--- src/rtl/bank_timing_array.sv ---
// Per-bank DDR timing tracker: one timing FSM per bank, a shared tCCD counter,
// and shift-register generated read/write data windows.
module bank_timing_array #(
  parameter int  BGWIDTH = 2,
  parameter int  BAWIDTH = 2,
  parameter int  TRCD    = 14,
  parameter int  TRP     = 14,
  parameter int  TRAS    = 32,
  parameter int  TRFC    = 260,
  parameter int  TCL     = 14,
  parameter int  TBL     = 4,
  parameter int  CNTW    = 9,
  localparam int BGW     = (BGWIDTH > 0) ? BGWIDTH : 1,
  localparam int AW      = BGWIDTH + BAWIDTH,
  localparam int NB      = 1 << AW
) (
  input  logic               clk,
  input  logic               reset_n,
  input  logic [BGW-1:0]     bg,
  input  logic [BAWIDTH-1:0] ba,
  input  logic               ACT,
  input  logic               PR,
  input  logic               PRA,
  input  logic               RD,
  input  logic               RDA,
  input  logic               WR,
  input  logic               WRA,
  input  logic               REF,
  output logic [NB-1:0]      bank_open,
  output logic [NB-1:0]      bank_busy,
  output logic               cmd_legal,
  output logic               cmd_err,
  output logic [AW-1:0]      err_bank,
  output logic               rd_valid,
  output logic               wr_valid
);

  typedef enum logic [2:0] {
    S_IDLE,
    S_ACTIVATING,
    S_ACTIVE,
    S_PRECHARGING,
    S_REFRESHING
  } bank_state_e;

  // Read window bits TCL-1 .. TCL+TBL-2 of the shift register map to the
  // cycles t+TCL .. t+TCL+TBL-1 after the read edge t.
  localparam int RDW = TCL + TBL - 1;

  bank_state_e     state_q   [NB];
  bank_state_e     state_d   [NB];
  bank_state_e     eff_state [NB];
  logic [CNTW-1:0] cnt_q     [NB];
  logic [CNTW-1:0] cnt_d     [NB];
  logic [CNTW-1:0] ras_q     [NB];
  logic [CNTW-1:0] ras_d     [NB];
  logic [NB-1:0]   pend_q, pend_d;
  logic [CNTW-1:0] tccd_q, tccd_d;
  logic [RDW-1:0]  rd_sr_q, rd_sr_d;
  logic [TBL-1:0]  wr_sr_q, wr_sr_d;
  logic [NB-1:0]   open_q, open_d;
  logic [NB-1:0]   busy_q, busy_d;
  logic            cmd_legal_q;
  logic            cmd_err_q, cmd_err_d;
  logic [AW-1:0]   err_bank_q, err_bank_d;

  logic [AW-1:0]   sel;
  logic [7:0]      cmd_vec;
  logic            cmd_any, cmd_multi;
  logic            all_idle, pra_ok, rw_ok;
  logic            legal, illegal, rd_fire, wr_fire;
  bank_state_e     tgt_state;
  logic [CNTW-1:0] tgt_ras;
  logic            tgt_pend;

  if (BGWIDTH > 0) begin : g_bg
    assign sel = {bg, ba};
  end else begin : g_nobg
    assign sel = ba;
  end

  // Command decode and legality. A bank whose counter has reached zero is
  // treated as already in its follow-on state, so a command landing exactly
  // on the timing boundary is accepted.
  always_comb begin
    // NOTE: every variable gets a default before any conditional update so
    // no path leaves it unassigned and no latch is inferred.
    cmd_vec   = {ACT, PR, PRA, RD, RDA, WR, WRA, REF};
    cmd_any   = |cmd_vec;
    cmd_multi = |(cmd_vec & (cmd_vec - 8'd1));
    all_idle  = 1'b1;
    pra_ok    = 1'b1;
    for (int i = 0; i < NB; i++) begin
      eff_state[i] = state_q[i];
      if (cnt_q[i] == '0) begin
        if (state_q[i] == S_ACTIVATING) begin
          eff_state[i] = S_ACTIVE;
        end else if (state_q[i] == S_PRECHARGING || state_q[i] == S_REFRESHING) begin
          eff_state[i] = S_IDLE;
        end
      end
      if (eff_state[i] != S_IDLE) all_idle = 1'b0;
      if (!(eff_state[i] == S_IDLE || (eff_state[i] == S_ACTIVE && ras_q[i] == '0))) begin
        pra_ok = 1'b0;
      end
    end

    tgt_state = eff_state[sel];
    tgt_ras   = ras_q[sel];
    tgt_pend  = pend_q[sel];
    rw_ok     = (tgt_state == S_ACTIVE) && !tgt_pend && (tccd_q == '0);

    legal = 1'b0;
    if (cmd_any && !cmd_multi) begin
      if (ACT)      legal = (tgt_state == S_IDLE);
      else if (PR)  legal = (tgt_state == S_IDLE) || (tgt_state == S_ACTIVE && tgt_ras == '0);
      else if (PRA) legal = pra_ok;
      else if (REF) legal = all_idle;
      else          legal = rw_ok;
    end
    illegal = cmd_any && !legal;
    rd_fire = legal && (RD || RDA);
    wr_fire = legal && (WR || WRA);
  end

  // Per-bank next state, shared tCCD counter and data windows.
  always_comb begin
    for (int i = 0; i < NB; i++) begin
      state_d[i] = eff_state[i];
      cnt_d[i]   = (cnt_q[i] != '0) ? cnt_q[i] - CNTW'(1) : '0;
      ras_d[i]   = (ras_q[i] != '0) ? ras_q[i] - CNTW'(1) : '0;
      pend_d[i]  = pend_q[i];

      // The internal auto-precharge issues one cycle after its conditions are
      // observed, hence the full TRP load rather than TRP-1.
      if (eff_state[i] == S_ACTIVE && pend_q[i] && ras_q[i] == '0 && tccd_q == '0) begin
        state_d[i] = S_PRECHARGING;
        cnt_d[i]   = CNTW'(TRP);
        pend_d[i]  = 1'b0;
      end

      if (legal) begin
        if (sel == AW'(i)) begin
          if (ACT) begin
            state_d[i] = S_ACTIVATING;
            cnt_d[i]   = CNTW'(TRCD - 1);
            ras_d[i]   = CNTW'(TRAS - 1);
          end
          if (RDA || WRA) pend_d[i] = 1'b1;
          if (PR && eff_state[i] == S_ACTIVE) begin
            state_d[i] = S_PRECHARGING;
            cnt_d[i]   = CNTW'(TRP - 1);
            pend_d[i]  = 1'b0;
          end
        end
        if (PRA && eff_state[i] == S_ACTIVE) begin
          state_d[i] = S_PRECHARGING;
          cnt_d[i]   = CNTW'(TRP - 1);
          pend_d[i]  = 1'b0;
        end
        if (REF) begin
          state_d[i] = S_REFRESHING;
          cnt_d[i]   = CNTW'(TRFC - 1);
        end
      end

      open_d[i] = (state_d[i] == S_ACTIVE);
      busy_d[i] = (state_d[i] == S_ACTIVATING) || (state_d[i] == S_PRECHARGING) ||
                  (state_d[i] == S_REFRESHING);
    end

    if (rd_fire || wr_fire) tccd_d = CNTW'(TBL - 1);
    else                    tccd_d = (tccd_q != '0) ? tccd_q - CNTW'(1) : '0;

    rd_sr_d = (rd_sr_q << 1) | RDW'(rd_fire);
    wr_sr_d = (wr_sr_q << 1) | TBL'(wr_fire);

    cmd_err_d  = cmd_err_q | illegal;
    err_bank_d = (illegal && !cmd_err_q) ? sel : err_bank_q;
  end

  always_ff @(posedge clk or negedge reset_n) begin
    if (!reset_n) begin
      // NOTE: the per-bank counter arrays are reset along with the state
      // because the timing checks read them from the very first command.
      for (int i = 0; i < NB; i++) begin
        state_q[i] <= S_IDLE;
        cnt_q[i]   <= '0;
        ras_q[i]   <= '0;
      end
      pend_q      <= '0;
      tccd_q      <= '0;
      rd_sr_q     <= '0;
      wr_sr_q     <= '0;
      open_q      <= '0;
      busy_q      <= '0;
      cmd_legal_q <= 1'b0;
      cmd_err_q   <= 1'b0;
      err_bank_q  <= '0;
    end else begin
      // NOTE: non-blocking assignments so every register samples the
      // pre-edge values regardless of statement order.
      for (int i = 0; i < NB; i++) begin
        state_q[i] <= state_d[i];
        cnt_q[i]   <= cnt_d[i];
        ras_q[i]   <= ras_d[i];
      end
      pend_q      <= pend_d;
      tccd_q      <= tccd_d;
      rd_sr_q     <= rd_sr_d;
      wr_sr_q     <= wr_sr_d;
      open_q      <= open_d;
      busy_q      <= busy_d;
      cmd_legal_q <= legal;
      cmd_err_q   <= cmd_err_d;
      err_bank_q  <= err_bank_d;
    end
  end

  assign bank_open = open_q;
  assign bank_busy = busy_q;
  assign cmd_legal = cmd_legal_q;
  assign cmd_err   = cmd_err_q;
  assign err_bank  = err_bank_q;
  assign rd_valid  = |rd_sr_q[RDW-1:TCL-1];
  assign wr_valid  = |wr_sr_q;

endmodule

--- config.mk ---
export PLATFORM = sky130hd
export DESIGN_NAME = bank_timing_array
export DESIGN_NICKNAME = d
export VERILOG_FILES = /design/src/rtl/bank_timing_array.sv
export SDC_FILE = /design/constraint.sdc
export NUM_CORES = 1
export LEC_CHECK = 0
export CAP_MARGIN = 20
export CORE_MARGIN = 2
export CORE_UTILIZATION = 50
export DETAILED_ROUTE_END_ITERATION = 12
export GPL_TIMING_DRIVEN = 0
export PLACE_DENSITY = 0.67
export SYNTH_ARGS = -nofsm -noshare
export SYNTH_HDL_FRONTEND = slang
export SYNTH_SLANG_ARGS = --single-unit
--- constraint.sdc ---
create_clock -name clk -period 4.8 [get_ports clk]
set_input_delay 0.48 -clock clk [delete_from_list [all_inputs] [get_ports clk]]
set_output_delay 0.48 -clock clk [all_outputs]
set_load 0.01 [all_outputs]
==> impl_metrics.toml <==
[run_status]
status = "finished, violations left"
violations = "negative setup slack"

[timing]
max-slew-margin-rel_pct = 24.4
hold_viol = 0
timing.fmax_mhz = 207
min_period_over_period_pct = 101
worstMarginPinSlew_ns = 1.13
fin_crit_ns = 4.84
skew_ns = 0.0330
whs_ns = 0.346
finalWorstSetupSlack_ns = -0.0365
setup_viol = 9
slew_violations = 0

[logic_synthesis]
synth.largest_area_cell = "dfrtp_1"
syn_inst = 2351
syn_nets = 2407
yosys_register_bits = 420
yosysSeqAreaShare_pct = 47.3
synth_area_mm2 = 0.0222
synth_warnings = 0
synth_edf_count = 0
ys_types = 84
synth.area.top_cells = "dfrtp_1 47%, nor2_1 4.1%, xnor2_1 4.1%"
yosysMostFrequentCell = "dfrtp_1"
postSynthAreaPerCell_um2 = 9.44
synth_top_area_share_pct = 47.3
async_flop_share_pct = 100
netlist_top_cells_count = "420 x dfrtp_1, 243 x nor2_1, 189 x nand2_1"
synth_top_flop_cell = "dfrtp_1"

[global_routing]
grt_pass1_vias = 18500
grt_max_degree = 123
track_usage_pct = 29.4
antenna_found_initial = 4
grt-ovfl-total = 0
grt_pass1_wl_mm = 106

[place]
dp.cells = 3001
gp_congestion = 0.989
placed_area_mm2 = 0.0236
io_buffer_count = 51
pre_cts_slack_ns = -1.45
place_hpwl_mm = 48.1

[final_layout]
drive_above_1_share_pct = 9.06
num-fill-cells = 3887
syn_to_final_growth_pct = 14.2
layout.nets = 2515
layout.cells.non_filler = 3087
finalInstanceArea_mm2 = 0.0253

[clock_tree]
clkTransAtPathRegs_ns = 0.06
cts_sinks = 420
clk_latency_ns = 0.61
cts_tree = "built"
cts.path.max_buffers = 3
clockRootBuffer = "clkbuf_16"
postCtsSetupBuffers = 0
numCtsBuffers = 47
h-tree-depth = 2

[min_path]
min_path_type = "reg2reg"

[setup_path]
critPathMaxFanout = 10
cp-start-kind = "primary input"
arrival_ns = 5.29
critPathKind = "in2reg"
cp-end-kind = "flop"
required_ns = 5.26

[floorplan]
io_pins = 54
core_area_mm2 = 0.0440
start_util_pct = 50.4
std_cell_rows = 77
die_w_um = 215
die_h_um = 215
dieArea_mm2 = 0.0461

[pwr]
power_frac_seq_pct = 45.0
power.leakage_nw = 10.4
clkPwrFrac_pct = 29.0
fin_total_pwr_mw = 12.6
pwr_density_cell_mw_per_mm2 = 499
switching_share_pct = 33.6
p_switching_mw = 4.24
internal_power_mw = 8.40
combPwrFrac_pct = 26.0
peakVddDrop_mv = 0.278

[route]
drt_iter0_markers = 1907
first_pass_iters = 6
via_per_inst = 6.16
wl_per_cell_um = 22.0
drc_errors = 0
ant_nets = 0
dr_total_vias = 19000
wl_mm = 67.9

[job]
drv_cap = 0
-- sequential cells by signal (all words and copies together) (netlist names) --
name	count
bank_busy	16
bank_open	16
cmd_err	1
cmd_legal	1
cnt_q	144
err_bank	4
pend_q	16
ras_q	144
rd_sr_q	17
state_q	48
tccd_q	9
wr_sr_q	4
-- cells by family after synthesis --
| group | share of synthesized area (%) |
|---|---|
| adder cells (fa/ha/maj) | 2.37 |
| buffers and inverters | 3.79 |
| XOR/XNOR | 7.22 |
| AO/OA/AOI/OAI | 17.5 |
| multiplexers | 1.45 |
| AND/OR/NAND/NOR | 20.3 |
| flip-flops | 47.3 |
-- worst paths after layout --
kind / start / to / slack [ns] / cells after the start
min in group asynchronous: reset_n / rd_sr_q[15] / 0.48 / 2
hold reg to reg: rd_sr_q[11] / rd_sr_q[12] / 0.35 / 0
hold / removal: rd_sr_q[11] / rd_sr_q[12] / 0.35 / 0
setup / recovery: ba[0] / pend_q[12] / -0.04 / 15
setup reg to reg: cnt_q[0] / pend_q[12] / 0.10 / 17
max in group asynchronous: reset_n / bank_busy[11] / 2.87 / 4
-- power by group through the flow --
stage / clock [mW] / sequential, mW / combinational (mW)
2_1_floorplan: 0 / 5.45 / 2.60
3_3_place_gp: 0 / 5.64 / 3.09
3_5_place_dp: 0 / 5.69 / 3.23
4_1_cts: 3.73 / 5.66 / 3.26
5_1_grt: 3.88 / 5.85 / 3.72
6_report: 3.66 / 5.69 / 3.28
-- layout by cell type, fill, tap and decap left out, types with 12 or more instances in the layout --
master           count
or4_1               40
nand4_1             17
xnor2_1            102
nor2_1             239
ha_1                42
clkdlybuf4s50_1     50
o21ai_0             92
clkbuf_8            13
nand2_1            188
xor2_1              76
or3_1               19
dfrtp_1            420
clkbuf_16           47
a21o_1              50
or2_2               37
a21oi_1            137
nand2b_1            30
o31ai_1             33
a32oi_1             16
inv_1              101
a211oi_1            33
a31oi_1             20
nand3_1             32
and2_1              23
o22ai_1             77
nor2b_1             33
o21a_1              12
o2bb2ai_1           14
nor3_1              97
mux2i_1             12
clkbuf_1            76
nor4_1              45
-- stage by stage --
| stage | TNS [ns] | util, % |
|---|---|---|
| floorplan | 0 | - |
| global placement | -6828.52 | 53.3 |
| detailed placement | -375.68 | 53.6 |
| CTS | 0 | 57.3 |
| global route | -0.222 | 57.6 |
| finish | -0.127 | 57.6 |
-- final cells by class --
type | instances | area, µm² | share of cell area [%]
multi-input cells | 1723 | 11000 | 43.4
diodes | 1 | 2.50 | 0.00987
clock buffers | 67 | 1380 | 5.45
inverters | 104 | 390 | 1.54
plain buffers | 102 | 488 | 1.93
clock inverters | 17 | 179 | 0.706
flip-flops and latches | 420 | 10500 | 41.5
repair buffers | 61 | 648 | 2.56
well taps | 592 | 741 | 2.92
-- repair_timing --
action | 4_1_cts | 5_1_grt
pin swaps | 0 | 0
hold endpoints to repair | 87 | 0
hold buffers | 1 | 0
setup endpoints to repair | 364 | 239
gates resized for setup | 16 | 35
-- worst max-delay path: stages --
cell	delay [ns]
clkdlybuf4s50_1	0.57
buf_2	0.44
clkbuf_2	0.43
clkbuf_2	0.42
a311o_1	0.25
o211ai_1	0.18
a2111oi_1	0.76
nor4_4	0.13
nor2_4	0.31
nand2_4	0.20
inv_2	0.12
buf_6	0.25
clkbuf_4	0.31
clkbuf_4	0.30
a21oi_1	0.10
-- per-layer routing --
metal	GRT usage [%]	up-vias	wire length, µm
met4	13.9	2	3220
met3	5.27	191	5440
met2	46.3	791	30700
met1	39.7	9336	28500
li1	-	8696	-
met5	0	-	9
Power figures use the tool's default switching activity.
==> RTL edit: new RTL, same settings <==
Set the parameter `CNTW` to 10 (it was 9).
--- a/src/rtl/bank_timing_array.sv
+++ b/src/rtl/bank_timing_array.sv
@@ -9,7 +9,7 @@
   parameter int  TRFC    = 260,
   parameter int  TCL     = 14,
   parameter int  TBL     = 4,
-  parameter int  CNTW    = 9,
+  parameter int  CNTW    = 10,
   localparam int BGW     = (BGWIDTH > 0) ? BGWIDTH : 1,
   localparam int AW      = BGWIDTH + BAWIDTH,
   localparam int NB      = 1 << AW
Check against the original RTL: not settled (the Yosys comparison gave no result); the edit may change what the design does.
==> RTL edit against the original RTL <==
Die area rose by 8.5%. Cell area rose by 8.5%. Worst setup slack improved by 0.19 ns. Highest routed layer unchanged. Wire length rose by 5.5%. Area after synthesis rose by 8.6%. Critical endpoint is now cnt_q[21]$_DFF_PN0_. Critical path depth rose by 1. Sequential cell count rose by 33. Power rose by 18%.
==> RTL edit: results (changes against the original RTL) <==
- Status: complete, no violations
- Combinational power share: 0.307 (+0.047)
- Met2 Use GR: 0.4586 (-0.003920)
- Wire per inst: 21.30 um (-3.1%)
- Most instantiated cells after synthesis: dfrtp_1 (453), nor2_1 (247), nand2_1 (217)
- Placed insts: 3264 (+8.8%)
- Layout net count: 2760 (+9.7%)
- Worst setup path start: cnt_q[140]$_DFF_PN0_
- Worst slack, placed: -0.6972 ns (+0.7496 ns)
- Sequential share of the synthesized area: 0.4701 (-0.003309)
- Gpl congestion: 0.9467 (-4.3%)
- Reg2Reg Depth: 16 (-1)
- Top cells by area, synth: dfrtp_1 (47%), nor2_1 (3.8%), xnor2_1 (3.7%)
- Layout Skew: 0.03027 ns (-0.002783 ns)
- Critical path's top delay family: compound AO/OA/AOI/OAI gates
- Leakage: 11.37 nW (+9.4%)
- Largest net degree at the start of global routing: 117 (-4.9%)
- Layout cells sized above 1: 0.08962 (-0.001000)
- Met1 Track Usage GR: 0.3869 (-0.01038)
- Max VDD drop: 0.3743 mV (+35%)
- Hold path depth: 0 (unchanged)
- Largest registers: cnt_q (160), ras_q (160), state_q (48)
- Cts bufs inserted: 49 (+4.3%)
- First-pass GRT wire length: 112500 um (+6.4%)
- Post-DP Area: 0.02554 mm2 (+8.3%)
- Slowest CP cell: or4b_2
- Vias in the first global route: 20.11k (+8.6%)
- CP arrival: 5.07 ns (-0.22 ns)
- DRT iter0 DRCs: 1900 (-0.37%)
- Met2 wire len: 32930 um (+7.1%)
- Distinct cell type count after synthesis: 82 (-2.4%)
- Metal3 WL: 5990 um (+10%)
- M1 WL: 30070 um (+5.6%)
- Non-Filler Instances: 3361 (+8.9%)
- Port Buffers: 49 (-3.9%)
- Mux cell area share after synthesis: 0.01904 (+0.004502)
- Power Dens Cells: 540.3 mW/mm2 (+8.3%)
- Hpwl dp: 51430 um (+6.9%)
- Post-Synth Adder-Cell Area: 0.02221 (-0.001463)
- P_clk: 0.00388 W (+6.0%)
- Initial antenna violation count: 2 (-2)
- Met3 Resource Use GR: 0.05902 (+0.006370)
- Area share of xor/xnor cells in the synthesized design: 0.06574 (-0.006509)
- Synthesized area per cell: 9.318 um2 (-1.3%)
- Complex-gate fraction of the synthesized area: 0.1552 (-0.01996)
- Mapped Nets: 2644 (+9.8%)
[RTL edit: path summary, 6_finish.rpt]
| kind | slack (ns) | endpoint |
|---|---|---|
| max in group asynchronous | 2.64 | bank_busy[4]$_DFF_PN0_ |
| max reg2reg | 0.15 | cnt_q[21]$_DFF_PN0_ |
| max | 0.15 | cnt_q[21]$_DFF_PN0_ |
| min in group asynchronous | 0.53 | rd_sr_q[16]$_DFF_PN0_ |
| min reg2reg | 0.35 | rd_sr_q[12]$_DFF_PN0_ |
| min | 0.35 | rd_sr_q[12]$_DFF_PN0_ |
[RTL edit: cell type report]
cell class                 count  area, um2
tap                          615      769.5
timing repair buffer          70      719.4
multi-input combinational   1924      12140
clock buffer                  76       1490
inverter                     105      394.1
clock inverter                16      161.4
buffer                       101      484.2
fill                        4135      20150
antenna                        1      2.502
sequential                   453      11340
[RTL edit: timing repair]
item                       CTS  global route
gates resized for setup     16            37
hold buffers                 1             0
pin swaps                    1             4
hold endpoints to repair    13             0
buffers inserted             0             5
setup endpoints to repair  144           405
